===== src/rtl/hilo_issue_ctrl_pkg.sv =====
// Shared HI/LO op encodings, default latencies and FSM state type for the
// HI/LO issue controller and its op classifier.
package hilo_issue_ctrl_pkg;

  localparam logic [3:0] OP_NONE  = 4'h0;
  localparam logic [3:0] OP_MULT  = 4'h1;
  localparam logic [3:0] OP_MULTU = 4'h2;
  localparam logic [3:0] OP_DIV   = 4'h3;
  localparam logic [3:0] OP_DIVU  = 4'h4;
  localparam logic [3:0] OP_MFHI  = 4'h5;
  localparam logic [3:0] OP_MFLO  = 4'h6;
  localparam logic [3:0] OP_MTHI  = 4'h7;
  localparam logic [3:0] OP_MTLO  = 4'h8;

  localparam int MUL_LAT_DEF = 5;
  localparam int DIV_LAT_DEF = 10;

  typedef enum logic {
    ST_IDLE = 1'b0,
    ST_RUN  = 1'b1
  } state_e;

endpackage


===== src/rtl/hilo_issue_ctrl_op_class.sv =====
// Combinational HI/LO op classifier: start-class, hilo-class and the busy
// latency a start-class op would load into the shadow counter.
module hilo_op_class
  import hilo_issue_ctrl_pkg::*;
#(
  parameter int MUL_LAT = MUL_LAT_DEF,
  parameter int DIV_LAT = DIV_LAT_DEF,
  parameter int CNT_W   = 4
) (
  input  logic [3:0]       op_i,
  output logic             is_start_o,
  output logic             is_hilo_o,
  output logic [CNT_W-1:0] lat_o
);

  always_comb begin
    is_start_o = 1'b0;
    is_hilo_o  = 1'b0;
    lat_o      = '0;
    case (op_i)
      OP_MULT, OP_MULTU: begin
        is_start_o = 1'b1;
        is_hilo_o  = 1'b1;
        lat_o      = CNT_W'(MUL_LAT);
      end
      OP_DIV, OP_DIVU: begin
        is_start_o = 1'b1;
        is_hilo_o  = 1'b1;
        lat_o      = CNT_W'(DIV_LAT);
      end
      OP_MFHI, OP_MFLO, OP_MTHI, OP_MTLO: begin
        is_hilo_o = 1'b1;
      end
      default: begin
        is_start_o = 1'b0;
      end
    endcase
  end

endmodule


===== src/rtl/hilo_issue_ctrl.sv =====
// HI/LO issue/interlock controller: gated start strobe, shadow busy counter,
// D-stage stall and sticky busy consistency flag. HILO_STALL_CNT_EN adds stall_cnt.
module hilo_issue_ctrl
  import hilo_issue_ctrl_pkg::*;
#(
  parameter int MUL_LAT = MUL_LAT_DEF,
  parameter int DIV_LAT = DIV_LAT_DEF,
  parameter int CNT_W   = 4
) (
  input  logic        clk,
  input  logic        reset,
  input  logic        D_valid,
  input  logic [3:0]  D_HILOOp,
  input  logic        E_valid,
  input  logic [3:0]  E_HILOOp,
  input  logic        Req,
  input  logic        md_busy,
  output logic        md_start,
  output logic [3:0]  md_op,
  output logic        Stall,
  output logic        busy_err
`ifdef HILO_STALL_CNT_EN
  ,
  output logic [31:0] stall_cnt
`endif
);

  logic             d_start_unused;
  logic             d_hilo;
  logic [CNT_W-1:0] d_lat_unused;
  logic             e_start;
  logic             e_hilo_unused;
  logic [CNT_W-1:0] e_lat;

  logic [CNT_W-1:0] cnt_q, cnt_d;
  state_e           state_q, state_d;
  logic             busy_err_q, busy_err_d;
  logic             cnt_nz;

  hilo_op_class #(.MUL_LAT(MUL_LAT), .DIV_LAT(DIV_LAT), .CNT_W(CNT_W)) u_d_class (
    .op_i       (D_HILOOp),
    .is_start_o (d_start_unused),
    .is_hilo_o  (d_hilo),
    .lat_o      (d_lat_unused)
  );

  hilo_op_class #(.MUL_LAT(MUL_LAT), .DIV_LAT(DIV_LAT), .CNT_W(CNT_W)) u_e_class (
    .op_i       (E_HILOOp),
    .is_start_o (e_start),
    .is_hilo_o  (e_hilo_unused),
    .lat_o      (e_lat)
  );

  assign cnt_nz = (cnt_q != '0);

  // Gating with reset keeps start and stall low while reset is held low.
  assign md_start = reset & E_valid & e_start & ~Req & ~cnt_nz;
  assign md_op    = (E_valid & ~Req) ? E_HILOOp : OP_NONE;
  assign Stall    = reset & D_valid & d_hilo & (md_start | cnt_nz);
  assign busy_err = busy_err_q;

  always_comb begin
    cnt_d      = cnt_q;
    state_d    = state_q;
    busy_err_d = busy_err_q;
    if (md_start) begin
      cnt_d = e_lat;
    end else if (!Req && cnt_nz) begin
      cnt_d = cnt_q - 1'b1;
    end
    case (state_q)
      ST_IDLE: if (md_start) state_d = ST_RUN;
      ST_RUN:  if (!Req && cnt_q == CNT_W'(1)) state_d = ST_IDLE;
      default: state_d = ST_IDLE;
    endcase
    // A start-class op reaching E while the unit is busy means the interlock leaked.
    if ((cnt_nz != md_busy) || (E_valid && e_start && cnt_nz)) begin
      busy_err_d = 1'b1;
    end
  end

  always_ff @(posedge clk or negedge reset) begin
    if (!reset) begin
      cnt_q      <= '0;
      state_q    <= ST_IDLE;
      busy_err_q <= 1'b0;
    end else begin
      cnt_q      <= cnt_d;
      state_q    <= state_d;
      busy_err_q <= busy_err_d;
    end
  end

`ifdef HILO_STALL_CNT_EN
  logic [31:0] stall_cnt_q;

  always_ff @(posedge clk or negedge reset) begin
    if (!reset) begin
      stall_cnt_q <= '0;
    end else begin
      stall_cnt_q <= stall_cnt_q + 32'(Stall);
    end
  end

  assign stall_cnt = stall_cnt_q;
`endif

endmodule


===== config.mk =====
export PLATFORM = sky130hd
export DESIGN_NAME = hilo_issue_ctrl
export DESIGN_NICKNAME = d
export VERILOG_FILES = /design/src/rtl/hilo_issue_ctrl_pkg.sv /design/src/rtl/hilo_issue_ctrl_op_class.sv /design/src/rtl/hilo_issue_ctrl.sv
export SDC_FILE = /design/constraint.sdc
export NUM_CORES = 1
export LEC_CHECK = 0
export BUFFER_PORTS_ARGS = -buffer_cell sky130_fd_sc_hd__buf_2
export CORE_AREA = 4 4 41 43
export DETAILED_ROUTE_END_ITERATION = 10
export DIE_AREA = 0 0 45 47
export SYNTH_ARGS = -nofsm -noshare
export SYNTH_HDL_FRONTEND = slang
export SYNTH_SLANG_ARGS = --single-unit

===== constraint.sdc =====
create_clock -name clk -period 3.3 [get_ports clk]
set_input_delay 0.33 -clock clk [delete_from_list [all_inputs] [get_ports clk]]
set_output_delay 0.33 -clock clk [all_outputs]
set_load 0.02 [all_outputs]

==> results of run 1 <==
[per-layer routing]
| layer | up-vias | global-route usage (%) | wire length, um | share of wire, % |
|---|---|---|---|---|
| met5 | - | 0 | 0 | 0 |
| met2 | 16 | 17.2 | 453 | 46 |
| li1 | 239 | - | - | - |
| met3 | 0 | 4.60 | 66 | 6.7 |
| met4 | 0 | 1.75 | 0 | 0 |
| met1 | 202 | 12.0 | 472 | 48 |
[power by group]
part	total (mW)	internal, mW	switching [mW]
registers	0.112	0.0872	0.0250
clock network	0.0738	0.0459	0.0280
logic	0.139	0.0699	0.0695
[state kept, by name (all words and copies together), names as in the netlist]
| name | flops |
|---|---|
| busy_err | 1 |
| cnt_q | 4 |
[stage by stage]
step	worst slack [ps]	power (mW)	hold slack (ps)
2_1_floorplan	1360	0.213	34.4
3_3_place_gp	1280	0.257	174
3_5_place_dp	1240	0.251	180
4_1_cts	1240	0.329	346
5_1_grt	1140	0.359	365
6_report	1250	0.325	357
[final cells by class]
class                   instances  share of cell area (%)
clock buffers                   4                    4.43
inverters                       2                    1.27
multi-input cells              45                    51.5
flip-flops and latches          5                    21.1
well taps                      15                    3.16
repair buffers                 21                    18.6
[kinds of logic after synthesis]
group | share of synthesized area [%]
adder cells (fa/ha/maj) | 5.71
AND/OR/NAND/NOR | 34.9
buffers and inverters | 1.71
flip-flops | 28.6
AO/OA/AOI/OAI | 24.6
multiplexers | 2.57
XOR/XNOR | 2.00
[placed cells by master, fill, tap and decap left out, drive strengths merged]
| cell | count |
|---|---|
| nor2 | 7 |
| buf | 20 |
| xnor2 | 1 |
| nor3 | 2 |
| nand3b | 2 |
| a31oi | 1 |
| inv | 2 |
| dlygate4sd3 | 1 |
| o21bai | 2 |
| nand2 | 2 |
| a21oi | 5 |
| and2 | 4 |
| dfrtp | 5 |
| o21ai | 5 |
| or3b | 2 |
| clkbuf | 4 |
| and2b | 1 |
| nor3b | 2 |
| o22a | 1 |
| ha | 2 |
| nand2b | 1 |
| a2111oi | 1 |
| and4 | 1 |
| nand3 | 1 |
| nor2b | 1 |
| mux2 | 1 |
[critical path, stage by stage (launching register included)]
cell	delay [ps]
dfrtp_1	390
inv_1	90
ha_1	150
or3b_4	410
a2111oi_4	450
and2b_1	220
a21oi_1	50
o22a_1	190
[what timing repair did]
item / CTS / global route
resized for setup: 0 / 0
hold buffers: 1 / 0
hold endpoints to repair: 5 / 0
[final timing paths]
check / startpoint / endpoint / slack, ps
worst min-delay path: md_busy / busy_err / 360
worst max register to register: cnt_q[0] / cnt_q[3] / 1250
min in group asynchronous: reset / busy_err / 440
worst max-delay path: cnt_q[0] / cnt_q[3] / 1250
max in group asynchronous: reset / cnt_q[1] / 2680
worst min register to register: busy_err / busy_err / 470
==> metrics.log, run 1 <==
[metrics] total half-perimeter wirelength after legalization and detailed placement: between 700 and 800 um
[metrics] Tmin final: slightly above 2000 ps
[metrics] Die Wd: ~45 um
[metrics] Crit path required time: 3440 ps
[metrics] cell with the most instances after synthesis: nor2_1
[metrics] DR vias/cell: ~5
[metrics] Initial Utilization: between 30 and 40%
[metrics] Max Root-Sink Buffers: 2
[metrics] Period Utilization, post-route: about 62%
[metrics] later-pin clock latency in the skew report: between 200 and 300 ps
[metrics] synthesized netlist net count: 68
[metrics] warning count from the yosys run: 0
[metrics] static leakage: ~0.28 nW
[metrics] Die Footprint: about 2100 um2
[metrics] placed cell area: 557 um2
[metrics] leading cell types by total area after synthesis: dfrtp_1 (29%), a2111oi_4 (6.3%), nor2_1 (6.0%)
[metrics] number of register bits inferred by synthesis: 5
[metrics] number of placement rows: 13
[metrics] RSZ-0062 raised after global routing: no
[metrics] share of synthesized area occupied by flip-flops and latches: 28.6%
[metrics] number of instances in the synthesized netlist: between 50 and 60
[metrics] # nets final: between 90 and 100
[metrics] number of I/O pins: 21
[metrics] Final GP Congestion: between 0.8 and 0.9
[metrics] footprint of the multi-input gates: about 300 um2
[metrics] CTS Root Buffer Type: clkbuf_4
[metrics] count of cells along the worst register-to-register path: 7
[metrics] number of antenna violations at the first check in global routing: 0
[metrics] peak fanout along the critical path: 6
[metrics] Util after Layout: approximately 46%
[metrics] max-cap violation count: 0
[metrics] Sum Neg Setup Slack: 0 ps
[metrics] total overflow reported by the global router: 0
[metrics] wire length of the first global-routing pass: 1560 um
[metrics] Chip Height: 47 um
[metrics] path class of the lowest-slack min-delay path: in2reg
[metrics] drc violations: 0
[metrics] startpoint-to-endpoint class of the critical path: reg2reg
[metrics] portion of synthesized cell area occupied by the leading cell type: between 20 and 30%
[metrics] number of pins with negative max-slew slack in the final report: 0
[metrics] number of DRC violations after detailed-routing iteration 0: 9
[metrics] area of the core: about 1300 um2
[metrics] number of failing setup endpoints in the final timing report: 0
[metrics] number of setup buffers added after CTS: 0
[metrics] detail-routed net length per standard cell: about 11 um
[metrics] Seq. cell area: around 130 um2
[metrics] first drt pass iteration count: 4
[metrics] startpoint type of the worst setup path: flip-flop
[metrics] Filler cells: 136
[metrics] count of placed standard cells including taps: 87
[metrics] worst relative slew slack: approximately 70%
[metrics] number of vias after detailed routing: 457
[metrics] slew at the pin with the worst max-slew slack: ~460 ps
[metrics] Max rail drop VDD: around 0.35 mV
[metrics] run status: finished clean
[metrics] dominant cell type by area after synthesis: dfrtp_1
[metrics] number of distinct standard cells referenced by the synthesized netlist: 25
[metrics] primary flip-flop cell chosen by synthesis mapping: dfrtp_1
[metrics] final clock skew: ~14 ps
[metrics] CTS tree: done
[metrics] final hold violation count: 0
[metrics] Area growth syn-to-layout: 35.4%
[metrics] fraction of layout cells with a size suffix above 1: around 34%
[metrics] drt total wl: between 900 and 1000 um
[metrics] count of buffers from port buffering: 20
[metrics] Post-synth top cells: nor2_1 (7), a21oi_1 (5), dfrtp_1 (5), and2_1 (4), o21ai_0 (4)
[metrics] H-tree depth: 1
[metrics] remaining antenna violation count after routing: 0
[metrics] Synth Cell Area: between 400 and 500 um2
[metrics] number of inserted diodes: 0
[metrics] endpoint kind of the worst setup timing path: flip-flop
[metrics] Worst EP arrival: about 2200 ps
[metrics] worst hold path stage count: 3
[metrics] final std cells w/o fill: 92
[metrics] Total Routing Usage GR: 10.2%
[metrics] number of synthesized flops with an enable pin: 0
[metrics] clock sink count: 5
[metrics] largest net degree at the start of global routing: 10
[metrics] ys async rst share: 100%
[metrics] Achievable Freq: 487 MHz
[metrics] pwr dens: approximately 550 nW/um2
[metrics] via count of the first global-routing pass: 418
[metrics] average cell area after synthesis: approximately 8.4 um2
[metrics] post-layout instance area: around 590 um2
[metrics] Reg clk slew, reported paths: ~50 ps
[metrics] total CTS buffers: 3
No activity file was read; power rests on OpenSTA's default activity.
==> run 2: changes to the inputs <==
clock period = 2.1 ns   (was 3.3 ns; I/O delays follow)
==> run 2 against run 1 <==
Against the previous run: hold slack lost 120 ps; routed wire length grew 0.10%; via count grew 0.44%; non-clock buffer count is the same; core utilization is the same; critical path depth is the same; sequential power grew 58%; setup slack lost 1100 ps; critical endpoint unchanged.
==> metrics.log, run 2 (same netlist as run 1, synthesis figures left out) <==
[metrics] post-layout instance area: 593 um2 (unchanged)
[metrics] crit path max-delay cell type: or3b_4 (was a2111oi_4)
[metrics] Reg clk slew, reported paths: 50 ps (about the same)
[metrics] total overflow reported by the global router: 0 (unchanged)
[metrics] final hold violation count: 0 (unchanged)
[metrics] max-cap violation count: 0 (unchanged)
[metrics] commonest non-fill, non-tap cell in the layout: buf_2 (unchanged)
[metrics] Die Footprint: 2120 um2 (unchanged)
[metrics] Sum Neg Setup Slack: 0 ps (unchanged)
[metrics] number of vias after detailed routing: 459 (was 457)
[metrics] reg-to-reg slack, setup: 170 ps (was 1250 ps)
[metrics] Die Wd: 45 um (unchanged)
[metrics] number of antenna violations at the first check in global routing: 0 (unchanged)
[metrics] drc violations: 0 (unchanged)
[metrics] number of inserted diodes: 0 (unchanged)
[metrics] Chip Height: 47 um (unchanged)
[metrics] static leakage: 0.276 nW (about the same)
[metrics] number of placement rows: 13 (unchanged)
[metrics] RSZ-0062 raised after global routing: no (unchanged)
[metrics] Post-Place Setup Slack: 38.8 ps (was 1240 ps)
[metrics] H-tree depth: 1 (unchanged)
[metrics] detail-routed net length per standard cell: 10.8 um (about the same)
[metrics] fraction of power spent switching nets: 37.8% (was 37.6%)
[metrics] top library cells by usage in the layout, fill and taps aside: buf_2 (20), nor2_1 (7), a21oi_1 (5), dfrtp_1 (5) (unchanged)
[metrics] CP Capture Point: cnt_q[3] (unchanged)
[metrics] largest net degree at the start of global routing: 10 (unchanged)
[metrics] number of setup buffers added after CTS: 0 (unchanged)
[metrics] later-pin clock latency in the skew report: 250 ps (about the same)
[metrics] clock share of power: 22.7% (about the same)
[metrics] switching power summed over all nets: 0.193 mW (was 0.122 mW)
[metrics] path class of the lowest-slack min-delay path: in2reg (unchanged)
[metrics] number of flip-flops under the largest register name: 4 (unchanged)
[metrics] worst reg2reg endpoint: cnt_q[3] (unchanged)
[metrics] count of buffers from port buffering: 20 (unchanged)
[metrics] Worst EP arrival: 2070 ps (was 2190 ps)
[metrics] total half-perimeter wirelength after legalization and detailed placement: 797 um (unchanged)
[metrics] Period Utilization, post-route: 91.9% (was 62.2%)
[metrics] Final GP Congestion: 0.832 (unchanged)
[metrics] Achievable Freq: 518 MHz (was 487 MHz)
[metrics] Int Pwr: 0.318 mW (was 0.203 mW)
[metrics] number of failing setup endpoints in the final timing report: 0 (unchanged)
[metrics] fraction of layout cells with a size suffix above 1: 33.8% (unchanged)
[metrics] Max Root-Sink Buffers: 2 (unchanged)
[metrics] total CTS buffers: 3 (unchanged)
[metrics] final hold slack: 237 ps (was 357 ps)
[metrics] stages on the worst setup path: 7 (unchanged)
[metrics] run status: finished clean (unchanged)
[metrics] Max rail drop VDD: 0.555 mV (was 0.351 mV)
[metrics] combinational cell fraction of total power: 42.7% (was 42.8%)
[metrics] Tmin final: 1930 ps (was 2050 ps)
[metrics] endpoint kind of the worst setup timing path: flip-flop (unchanged)
[metrics] remaining antenna violation count after routing: 0 (unchanged)
[metrics] Initial Utilization: 33.7% (unchanged)
[metrics] critical path launch point: cnt_q[0] (unchanged)
[metrics] # nets final: 94 (unchanged)
[metrics] Total Routing Usage GR: 10.2% (unchanged)
[metrics] area of the core: 1300 um2 (unchanged)
[metrics] worst relative slew slack: 68.6% (was 69.2%)
[metrics] via count of the first global-routing pass: 418 (unchanged)
[metrics] clock sink count: 5 (unchanged)
[metrics] drt total wl: 993 um (was 992 um)
[metrics] number of DRC violations after detailed-routing iteration 0: 7 (was 9)
[metrics] DR vias/cell: 4.99 (was 4.97)
[metrics] largest register by flop count: cnt_q (unchanged)
[metrics] wire length of the first global-routing pass: 1560 um (unchanged)
[metrics] worst stage delay on the critical path: 410 ps (was 450 ps)
[metrics] CTS Root Buffer Type: clkbuf_4 (unchanged)
[metrics] peak fanout along the critical path: 6 (unchanged)
[metrics] register share of total power: 34.6% (was 34.5%)
[metrics] cell class contributing the biggest share of worst-path delay: simple AND/OR/NAND/NOR gates (was compound AO/OA/AOI/OAI gates)
[metrics] Worst R2R Start: cnt_q[0] (unchanged)
[metrics] CTS tree: done (unchanged)
[metrics] first drt pass iteration count: 4 (unchanged)
[metrics] number of I/O pins: 21 (unchanged)
[metrics] # resized after CTS: 0 (unchanged)
[metrics] pwr dens: 862 nW/um2 (was 549 nW/um2)
[metrics] startpoint-to-endpoint class of the critical path: reg2reg (unchanged)
[metrics] placed cell area: 557 um2 (unchanged)
[metrics] slew at the pin with the worst max-slew slack: 469 ps (was 460 ps)
[metrics] count of cells along the worst register-to-register path: 7 (unchanged)
[metrics] Crit path required time: 2240 ps (was 3440 ps)
[metrics] min setup slack post-route: 171 ps (was 1250 ps)
[metrics] cell-by-cell listing of the critical path: inv_1 -> ha_1 -> or3b_4 -> a2111oi_4 -> and2b_1 -> a21oi_1 -> o22a_1 (unchanged)
[metrics] number of pins with negative max-slew slack in the final report: 0 (unchanged)
[metrics] Area growth syn-to-layout: 35.4% (unchanged)
[metrics] startpoint type of the worst setup path: flip-flop (unchanged)
[metrics] final clock skew: 14.1 ps (about the same)
[metrics] buffers and inverters on the worst path: 1 (unchanged)
-- run 2: cell counts in the layout (fill, tap and decap cells not counted) --
No cell type changed its count.
-- run 2: power groups by stage --
stage	sequential [mW]	combinational (mW)	clock, mW
2_1_floorplan	0.166	0.168	0
3_3_place_gp	0.176	0.228	0
3_5_place_dp	0.177	0.218	0
4_1_cts	0.175	0.221	0.121
5_1_grt	0.181	0.252	0.130
6_report	0.177	0.218	0.116
-- run 2: timing repair --
item	4_1_cts	5_1_grt
hold buffers	1	0
endpoints found under the setup margin	0	2
hold endpoints to repair	5	0
-- run 2: how the worst min path moves through the flow --
| stage | depth (start not counted) | endpoint | start |
|---|---|---|---|
| finish | 3 | busy_err | md_busy |
| global route | 3 | busy_err | md_busy |
| global placement | 1 | cnt_q[1] | reset |
| floorplan | 0 | busy_err | reset |
| CTS | 3 | busy_err | md_busy |
| detailed placement | 1 | cnt_q[2] | reset |
-- run 2: cell type report --
type | instances | area, um2
tap | 15 | 18.8
timing repair buffer | 21 | 110
sequential | 5 | 125
fill | 136 | 708
inverter | 2 | 7.51
multi-input combinational | 45 | 305
clock buffer | 4 | 26.3
-- run 2: layer usage --
layer | up-vias | track usage, % | wire length (um)
met5 | - | 0 | 0
met3 | 0 | 4.60 | 66
met4 | 0 | 1.75 | 0
li1 | 240 | - | -
met1 | 203 | 12.0 | 477
met2 | 16 | 17.2 | 450
-- run 2: worst reg2reg max path: stages (launching register included) --
cell	delay [ps]
dfrtp_1	390
inv_1	90
ha_1	150
or3b_4	410
a2111oi_4	320
and2b_1	220
a21oi_1	50
o22a_1	190
-- run 2: through the flow --
| stage | util (%) | total power [mW] | instances |
|---|---|---|---|
| after floorplan | - | 0.334 | 52 |
| after global routing | 45.6 | 0.564 | 92 |
| after detailed placement | 42.8 | 0.395 | 87 |
| after CTS | 45.6 | 0.517 | 92 |
| after global placement | 42.8 | 0.404 | 87 |
| final | 45.6 | 0.511 | 92 |
